File: config.mk
export PLATFORM = sky130hd
export DESIGN_NAME = io_input_capture
export DESIGN_NICKNAME = d
export VERILOG_FILES = /design/src/rtl/io_input_capture.sv
export SDC_FILE = /design/constraint.sdc
export NUM_CORES = 1
export LEC_CHECK = 0
export CORE_MARGIN = 4
export CORE_UTILIZATION = 35
export DETAILED_ROUTE_END_ITERATION = 10
export PLACE_DENSITY_LB_ADDON = 0.3
export SETUP_SLACK_MARGIN = 0.3
export SLEW_MARGIN = 20
export SYNTH_ARGS = -nofsm -noshare
export SYNTH_HDL_FRONTEND = slang
export SYNTH_SLANG_ARGS = --single-unit
export TNS_END_PERCENT = 30
File: constraint.sdc
create_clock -name clk -period 4 [get_ports clk]
set_input_delay 0.8 -clock clk [delete_from_list [all_inputs] [get_ports clk]]
set_output_delay 0.8 -clock clk [all_outputs]
set_load 0.03 [all_outputs]
File: src/rtl/io_input_capture.sv
// Memory-mapped KEY/SW input peripheral: 2-FF synchronizers, per-bit debouncers,
// sticky write-1-to-clear key press register and a combinational read port.
module io_input_capture #(
  parameter int N_KEYS    = 4,
  parameter int N_SW      = 10,
  parameter int DB_CYCLES = 4
) (
  input  logic              clk,
  input  logic              reset,
  input  logic [N_KEYS-1:0] key_n,
  input  logic [N_SW-1:0]   sw,
  input  logic [31:0]       addr,
  input  logic [31:0]       writedata,
  input  logic              memwrite,
  output logic [31:0]       io_readdata,
  output logic              key_event
);

  localparam int N_BITS = N_KEYS + N_SW;
  localparam int CW     = $clog2(DB_CYCLES + 1);
  localparam logic [CW-1:0] CNT_LAST = CW'(DB_CYCLES - 1);

  logic [N_KEYS-1:0] key_s1_reg, key_s2_reg;
  logic [N_SW-1:0]   sw_s1_reg, sw_s2_reg;
  logic [N_BITS-1:0] raw, state_reg, state_next;
  logic [CW-1:0]     cnt_reg  [N_BITS];
  logic [CW-1:0]     cnt_next [N_BITS];
  logic [N_KEYS-1:0] key_state, key_edge_reg, key_edge_next, edge_set, edge_clr;
  logic [N_SW-1:0]   sw_state;
  logic              key_event_reg;
  logic              io, sel_state, sel_edge, sel_sw;
  logic              unused_bits;

  // Keys idle high at the pin, so their synchronizers reset to "released".
  always_ff @(posedge clk) begin
    if (reset) begin
      key_s1_reg <= '1;
      key_s2_reg <= '1;
      sw_s1_reg  <= '0;
      sw_s2_reg  <= '0;
    end else begin
      key_s1_reg <= key_n;
      key_s2_reg <= key_s1_reg;
      sw_s1_reg  <= sw;
      sw_s2_reg  <= sw_s1_reg;
    end
  end

  // Keys and switches share one debounce vector; keys sit in the low bits, 1 = pressed.
  assign raw = {sw_s2_reg, ~key_s2_reg};

  genvar gi;
  generate
    for (gi = 0; gi < N_BITS; gi++) begin : g_db
      assign state_next[gi] = (raw[gi] != state_reg[gi] && cnt_reg[gi] == CNT_LAST)
                              ? raw[gi] : state_reg[gi];
      assign cnt_next[gi]   = (raw[gi] == state_reg[gi] || cnt_reg[gi] == CNT_LAST)
                              ? '0 : cnt_reg[gi] + CW'(1);

      always_ff @(posedge clk) begin
        if (reset) cnt_reg[gi] <= '0;
        else       cnt_reg[gi] <= cnt_next[gi];
      end
    end
  endgenerate

  assign key_state = state_reg[N_KEYS-1:0];
  assign sw_state  = state_reg[N_BITS-1:N_KEYS];

  assign io        = addr[8];
  assign sel_state = io & addr[4] & ~addr[2];
  assign sel_edge  = io & addr[4] &  addr[2];
  assign sel_sw    = io & addr[5] & ~addr[4];

  // A press landing on the same clock as its clear must survive.
  assign edge_set      = state_next[N_KEYS-1:0] & ~key_state;
  assign edge_clr      = {N_KEYS{memwrite & sel_edge}} & writedata[N_KEYS-1:0];
  assign key_edge_next = edge_set | (key_edge_reg & ~edge_clr);

  always_ff @(posedge clk) begin
    if (reset) begin
      state_reg     <= '0;
      key_edge_reg  <= '0;
      key_event_reg <= 1'b0;
    end else begin
      state_reg     <= state_next;
      key_edge_reg  <= key_edge_next;
      key_event_reg <= |key_edge_next;
    end
  end

  assign key_event = key_event_reg;

  always_comb begin
    io_readdata = '0;
    if (sel_state)     io_readdata[N_KEYS-1:0] = key_state;
    else if (sel_edge) io_readdata[N_KEYS-1:0] = key_edge_reg;
    else if (sel_sw)   io_readdata[N_SW-1:0]   = sw_state;
  end

  assign unused_bits = ^{addr[31:9], addr[7:6], addr[3], addr[1:0], writedata[31:N_KEYS]};

endmodule

==> results of run 1 <==
-- power by group through the flow --
stage	clock network [W]	logic, W	registers, W
after CTS	0.000542	0.0000928	0.000911
after global placement	0	0.0000913	0.000931
after global routing	0.000575	0.000101	0.000913
after floorplan	0	0.0000765	0.000930
after detailed placement	0	0.0000923	0.000932
final	0.000514	0.0000917	0.000910
-- how the worst max path moves through the flow --
stage	start	endpoint	slack, ns	cells past startpoint
after floorplan	addr[2]	io_readdata[0]	1.65	3
final	addr[8]	io_readdata[1]	0.62	6
after detailed placement	addr[8]	io_readdata[0]	0.63	6
after global routing	addr[8]	io_readdata[1]	0.53	6
after CTS	addr[8]	io_readdata[0]	0.62	6
after global placement	addr[8]	io_readdata[1]	0.62	6
-- stage by stage --
| step | total power [W] | worst slack, ns | hold WS, ns | std cells | utilization |
|---|---|---|---|---|---|
| 2_1_floorplan | 0.00101 | 1.65 | 0.389 | 357 | - |
| 3_3_place_gp | 0.00102 | 0.615 | 0.392 | 495 | 0.409 |
| 3_5_place_dp | 0.00102 | 0.630 | 0.396 | 495 | 0.409 |
| 4_1_cts | 0.00155 | 0.623 | 0.416 | 511 | 0.426 |
| 5_1_grt | 0.00159 | 0.530 | 0.438 | 511 | 0.426 |
| 6_report | 0.00152 | 0.625 | 0.415 | 511 | 0.426 |
-- final cells by class --
cell class              instances  area [sq um]
multi-input cells             211          1410
flip-flops and latches         89          1780
clock inverters                 5          32.5
well taps                     129           161
repair buffers                 38           368
clock buffers                  11           131
inverters                      28           105
fillers                       958          5380
-- worst reg2reg max path, delay by kind of cell, from the launching register on --
family	cells	cell delay (ns)
AOI/OAI and AO/OA	2	0.46
and+or+nand+nor	1	0.15
adders and majority gates	2	0.42
DFF	1	0.32
-- cells in the final DEF (no fill, tap or decap) --
cell | Yosys | final
nor3b_1 | 4 | 4
and2_1 | 6 | 6
inv_1 | 28 | 28
buf_4 | 23 | 3
a211oi_1 | 8 | 8
buf_2 | 6 | 1
or2_2 | 8 | 8
ha_1 | 28 | 28
clkinv_2 | 0 | 2
nand2_1 | 2 | 2
or3_1 | 14 | 14
nor2_1 | 61 | 61
clkdlybuf4s50_1 | 0 | 34
clkbuf_1 | 0 | 2
a41oi_1 | 1 | 1
clkinvlp_4 | 0 | 3
xor2_1 | 4 | 4
mux2i_1 | 14 | 14
o2bb2ai_1 | 4 | 4
nor2b_1 | 24 | 24
xnor2_1 | 10 | 10
conb_1 | 1 | 22
nand4_4 | 1 | 1
dfxtp_1 | 89 | 89
clkbuf_8 | 0 | 9
-- kinds of logic after synthesis --
family | count (synthesis) | share of synthesized area
XOR/XNOR | 14 | 0.0358
buffers and inverters | 57 | 0.0899
AND/OR/NAND/NOR | 120 | 0.179
adder cells (fa/ha/maj) | 28 | 0.102
AO/OA/AOI/OAI | 13 | 0.0303
multiplexers | 14 | 0.0409
other | 1 | 0.00110
flip-flops | 89 | 0.520
-- per-layer routing --
layer,vias to the layer above,GRT usage,routed length [um]
met1,937,0.116,2460
met4,0,0.0356,88
met5,-,0,0
met3,8,0.0355,283
met2,45,0.165,2260
li1,1110,-,-
==> metrics.yaml, run 1 <==
outcome:
  status: "completed"
finish:
  drive_gt1_frac: 0.0707
  antennaDiodeCount: 0
  largest_reg_flops: 42
  design_area_sq_mm: 0.00399
  syn_to_final_growth_pct: 16.6
  nNetsFinal: 486
job:
  maxCapViolCount: 0
synth:
  yosysSeqAreaShare: 0.520
  synth_warnings: 0
  netlist.area_leader.share: 0.520
  synthDistinctLibCells: 20
  synth_edf_count: 0
  synthMostInstantiatedCell: "dfxtp_1"
  synthArstFlopShare: 0
  synth_top_flop_cell: "dfxtp_1"
  synth_seq_cells: 89
  syn_area_sq_mm: 0.00342
  synth_commonest_cells: "89 x dfxtp_1, 61 x nor2_1, 28 x ha_1, 28 x inv_1, 24 x nor2b_1"
  synth_top_cell_by_area: "dfxtp_1"
  netlist_instances: 336
  syn_area_per_cell_sq_um: 10.2
  synth_area_leaders: "dfxtp_1 52%, ha_1 10%, nor2_1 6.7%"
setup_path:
  crit_path_max_incr_delay_ns: 0.70
  path_cells: "clkdlybuf4s50_1, nand2_1, nor2_1, buf_4, o2bb2ai_1, clkdlybuf4s50_1"
  critPathMostFrequentCell: "clkdlybuf4s50_1"
  reg2reg_from: "cnt_reg[0][3]$_SDFF_PP0_"
  r2r.worst_path.cells: 5
  path_buf_inv: 3
  slowest_stage: "clkdlybuf4s50_1"
  r2r_slack_ns: 2.47
  regToRegEndpoint: "key_event$_SDFF_PP0_"
  path_class: "in -> out"
  startpoint_type: "input pin"
  arrival_ns: 2.58
  required_ns: 3.20
  crit_fanout: 10
  crit_path_end_kind: "output pin"
  crit_family: "buffers and inverters"
sta:
  worstMarginPinSlew_ns: 0.928
  skew_ns: 0.00521
  hold_viol_final: 0
  finalSetupViolations: 0
  fin_setup_tns_ns: 0
  fin_crit_sh: 0.844
  relSlewSlack: 0.381
  rsz0062_at_grt: "no"
  slew_viol_final: 0
  fmax_ghz: 0.296
  period_needed_ns: 3.38
global_routing:
  overflow: 0
  grt_pass1_wl_um: 8920
  grt_antenna_before_repair: 0
  gr-usage-all-layers: 0.0985
  grt_max_degree: 56
  grt_pass1_vias: 2094
clock_network:
  cts_setup_buffers: 0
  tritoncts: "yes"
  root_buffer: "clkbuf_8"
  cts_sinks: 89
  cts_buffers: 9
  cts_resized: 0
  clkSlewWorstSetupHoldPaths_ns: 0.08
  clkLatencyLatePin_ns: 0.34
  h-tree-depth: 3
  ctsHoldBuffers: 0
  cts_max_path_buffers: 2
power_and_ir_drop:
  combinationalPowerShare: 0.060
  internal_power_w: 0.00116
  power_density_mw_per_mm2: 380
  swShare: 0.232
  leakage_nw: 1.56
  ir_worst_vdd_mv: 0.241
  power.clock.fraction: 0.339
  seqPwrFrac: 0.601
  switchingPower_w: 0.000352
place:
  placed_area_sq_mm: 0.00383
  io_buffers: 35
  gp_congestion: 0.648
  dp_hpwl_um: 3730
drt:
  wl_per_cell_um: 9.97
  drc: 0
  via_per_inst: 4.11
  route.vias.total: 2100
  drt_iter0_drc: 39
  routed_wl_um: 5090
  postRouteAntennaNets: 0
  first_pass_iters: 4
min_path:
  hold_path.class: "reg -> reg"
  whs_path_depth: 1
  min_from: "key_s1_reg[2]$_SDFF_PP1_"
  min_to: "key_s2_reg[2]$_SDFF_PP1_"
die:
  die_area_sq_mm: 0.0114
  die_h_um: 107
  core_sq_mm: 0.00937
  num_rows: 35
  start_util: 0.365
  die_w_um: 107
  pin_count: 114
No activity file was read; power rests on OpenSTA's default activity.
==> run 2, diff against run 1 <==
==> constraint.sdc (replaced) <==
create_clock -name clk -period 3.35 [get_ports clk]
set_input_delay 0.67 -clock clk [delete_from_list [all_inputs] [get_ports clk]]
set_output_delay 0.67 -clock clk [all_outputs]
set_load 0.03 [all_outputs]
==> metrics.yaml, run 2 (same netlist as run 1, synthesis figures left out) <==
outcome:
  status: "completed"  # unchanged
die:
  num_rows: 35  # unchanged
  start_util: 0.365  # unchanged
  die_h_um: 107  # unchanged
  die_area_sq_mm: 0.0114  # unchanged
  core_sq_mm: 0.00937  # unchanged
  die_w_um: 107  # unchanged
  pin_count: 114  # unchanged
global_routing:
  overflow: 0  # unchanged
  grt_antenna_before_repair: 0  # unchanged
  grt_max_degree: 23  # was 56
  grt_pass1_wl_um: 8730  # was 8920 um
  grt_pass1_vias: 2004  # was 2094
  gr-usage-all-layers: 0.0970  # was 0.0985
sta:
  slew_viol_final: 0  # unchanged
  finalSetupViolations: 0  # unchanged
  rsz0062_at_grt: "no"  # unchanged
  fin_setup_tns_ns: 0  # unchanged
  skew_ns: 0.00718  # was 0.00521 ns
  holdWs_ns: 0.413  # was 0.415 ns
  hold_viol_final: 0  # unchanged
  fin_crit_sh: 0.881
  fmax_ghz: 0.339
  period_needed_ns: 2.95
power_and_ir_drop:
  leakage_nw: 1.59  # was 1.56 nW
  ir_worst_vdd_mv: 0.213  # was 0.241 mV
  power_density_mw_per_mm2: 458  # was 380 mW/mm^2
drt:
  via_per_inst: 4.17  # was 4.11
  route.vias.total: 2131  # was 2100
  postRouteAntennaNets: 0  # unchanged
  drc: 0  # unchanged
  drt_iter0_drc: 65  # was 39
  routed_wl_um: 5090  # about the same
  wl_per_cell_um: 9.96  # was 9.97 um
  first_pass_iters: 4  # unchanged
clock_network:
  root_buffer: "clkbuf_8"  # unchanged
  cts_setup_buffers: 0  # unchanged
  cts_buffers: 9  # unchanged
  h-tree-depth: 3  # unchanged
  clkSlewWorstSetupHoldPaths_ns: 0.08  # about the same
  clkLatencyLatePin_ns: 0.34  # about the same
  ctsHoldBuffers: 0  # unchanged
  cts_sinks: 89  # unchanged
  cts_max_path_buffers: 2  # unchanged
  tritoncts: "yes"  # unchanged
  cts_resized: 0  # unchanged
finish:
  design_area_sq_mm: 0.00399  # unchanged
  antennaDiodeCount: 0  # unchanged
  layout_common_cells: "89 x dfxtp_1, 61 x nor2_1, 28 x inv_1, 28 x ha_1, 25 x clkdlybuf4s50_1"  # was 89 x dfxtp_1, 61 x nor2_1, 34 x clkdlybuf4s50_1
  multi_input_area_sq_mm: 0.00141  # unchanged
  fin_util: 0.426  # unchanged
  final_common_cell: "dfxtp_1"  # unchanged
  nNetsFinal: 486  # unchanged
  seqCellArea_sq_mm: 0.00178  # unchanged
  drive_gt1_frac: 0.0942  # was 0.0707
  largest_reg_flops: 42  # unchanged
  syn_to_final_growth_pct: 16.6  # unchanged
  final.fill_count: 932  # was 958
setup_path:
  path_cells: "clkdlybuf4s50_1, nand2_1, nor2_1, and2_1, clkdlybuf4s50_1"  # was clkdlybuf4s50_1, nand2_1, nor2_1, buf_4, o2bb2ai_1, clkdlybuf4s50_1
  crit_path_end_kind: "output pin"  # unchanged
  slowest_stage: "clkdlybuf4s50_1"  # unchanged
  critPathMostFrequentCell: "clkdlybuf4s50_1"  # unchanged
  required_ns: 2.68  # was 3.20 ns
  crit_path_max_incr_delay_ns: 0.66  # was 0.70 ns
  arrival_ns: 2.28  # was 2.58 ns
  crit_fanout: 3  # was 10
  path_class: "in -> out"  # unchanged
  r2r_slack_ns: 1.83  # was 2.47 ns
  startpoint_type: "input pin"  # unchanged
place:
  gp_congestion: 0.675  # was 0.648
  io_buffers: 35  # unchanged
  placed_area_sq_mm: 0.00382  # was 0.00383 sq mm
  dp_hpwl_um: 3830  # was 3730 um
min_path:
  hold_path.class: "reg -> reg"  # unchanged
job:
  maxCapViolCount: 0  # unchanged
## run 2: changes by cell type in the layout (fill, tap and decap cells not counted), sizes merged
cell | before | now
clkbuf | 11 | 12
clkinvlp | 3 | 2
clkdlybuf4s50 | 34 | 25
buf | 4 | 13
## run 2: power breakdown
group | switching [W] | internal [W]
clock | 0.000344 | 0.000290
sequential | 0.00000896 | 0.00108
combinational | 0.0000645 | 0.0000447
## run 2: path summary, 6_finish.rpt
path,start,endpoint,cells after the start
setup reg to reg,cnt_reg[0][3]$_SDFF_PP0_,key_event$_SDFF_PP0_,5
setup / recovery,addr[8],io_readdata[5],5
hold / removal,key_s1_reg[2]$_SDFF_PP1_,key_s2_reg[2]$_SDFF_PP1_,1
hold reg to reg,key_s1_reg[2]$_SDFF_PP1_,key_s2_reg[2]$_SDFF_PP1_,1
## run 2: metrics by stage
stage / total power [W] / std cells / worst slack, ns
2_1_floorplan: 0.00120 / 357 / 1.26
3_5_place_dp: 0.00122 / 495 / 0.387
5_1_grt: 0.00193 / 511 / 0.317
4_1_cts: 0.00187 / 511 / 0.386
3_3_place_gp: 0.00122 / 495 / 0.446
6_report: 0.00183 / 511 / 0.400
## run 2: worst max-delay path: cells and delay by family
| family | cells | cell delay, ns |
|---|---|---|
| simple gates | 3 | 0.37 |
| buf+inv | 2 | 1.24 |
## run 2: layer usage
metal	vias up	global-route usage	share of wire
met5	-	0	0
met4	0	0.0301	0.0090
met3	4	0.0464	0.070
met2	50	0.154	0.45
met1	966	0.116	0.47
li1	1111	-	-
## run 2: final cells by class
cell class,count,share of cell area
well taps,129,0.0404
flip-flops and latches,89,0.446
repair buffers,38,0.0896
inverters,28,0.0263
clock inverters,4,0.00721
clock buffers,12,0.0364
multi-input cells,211,0.354
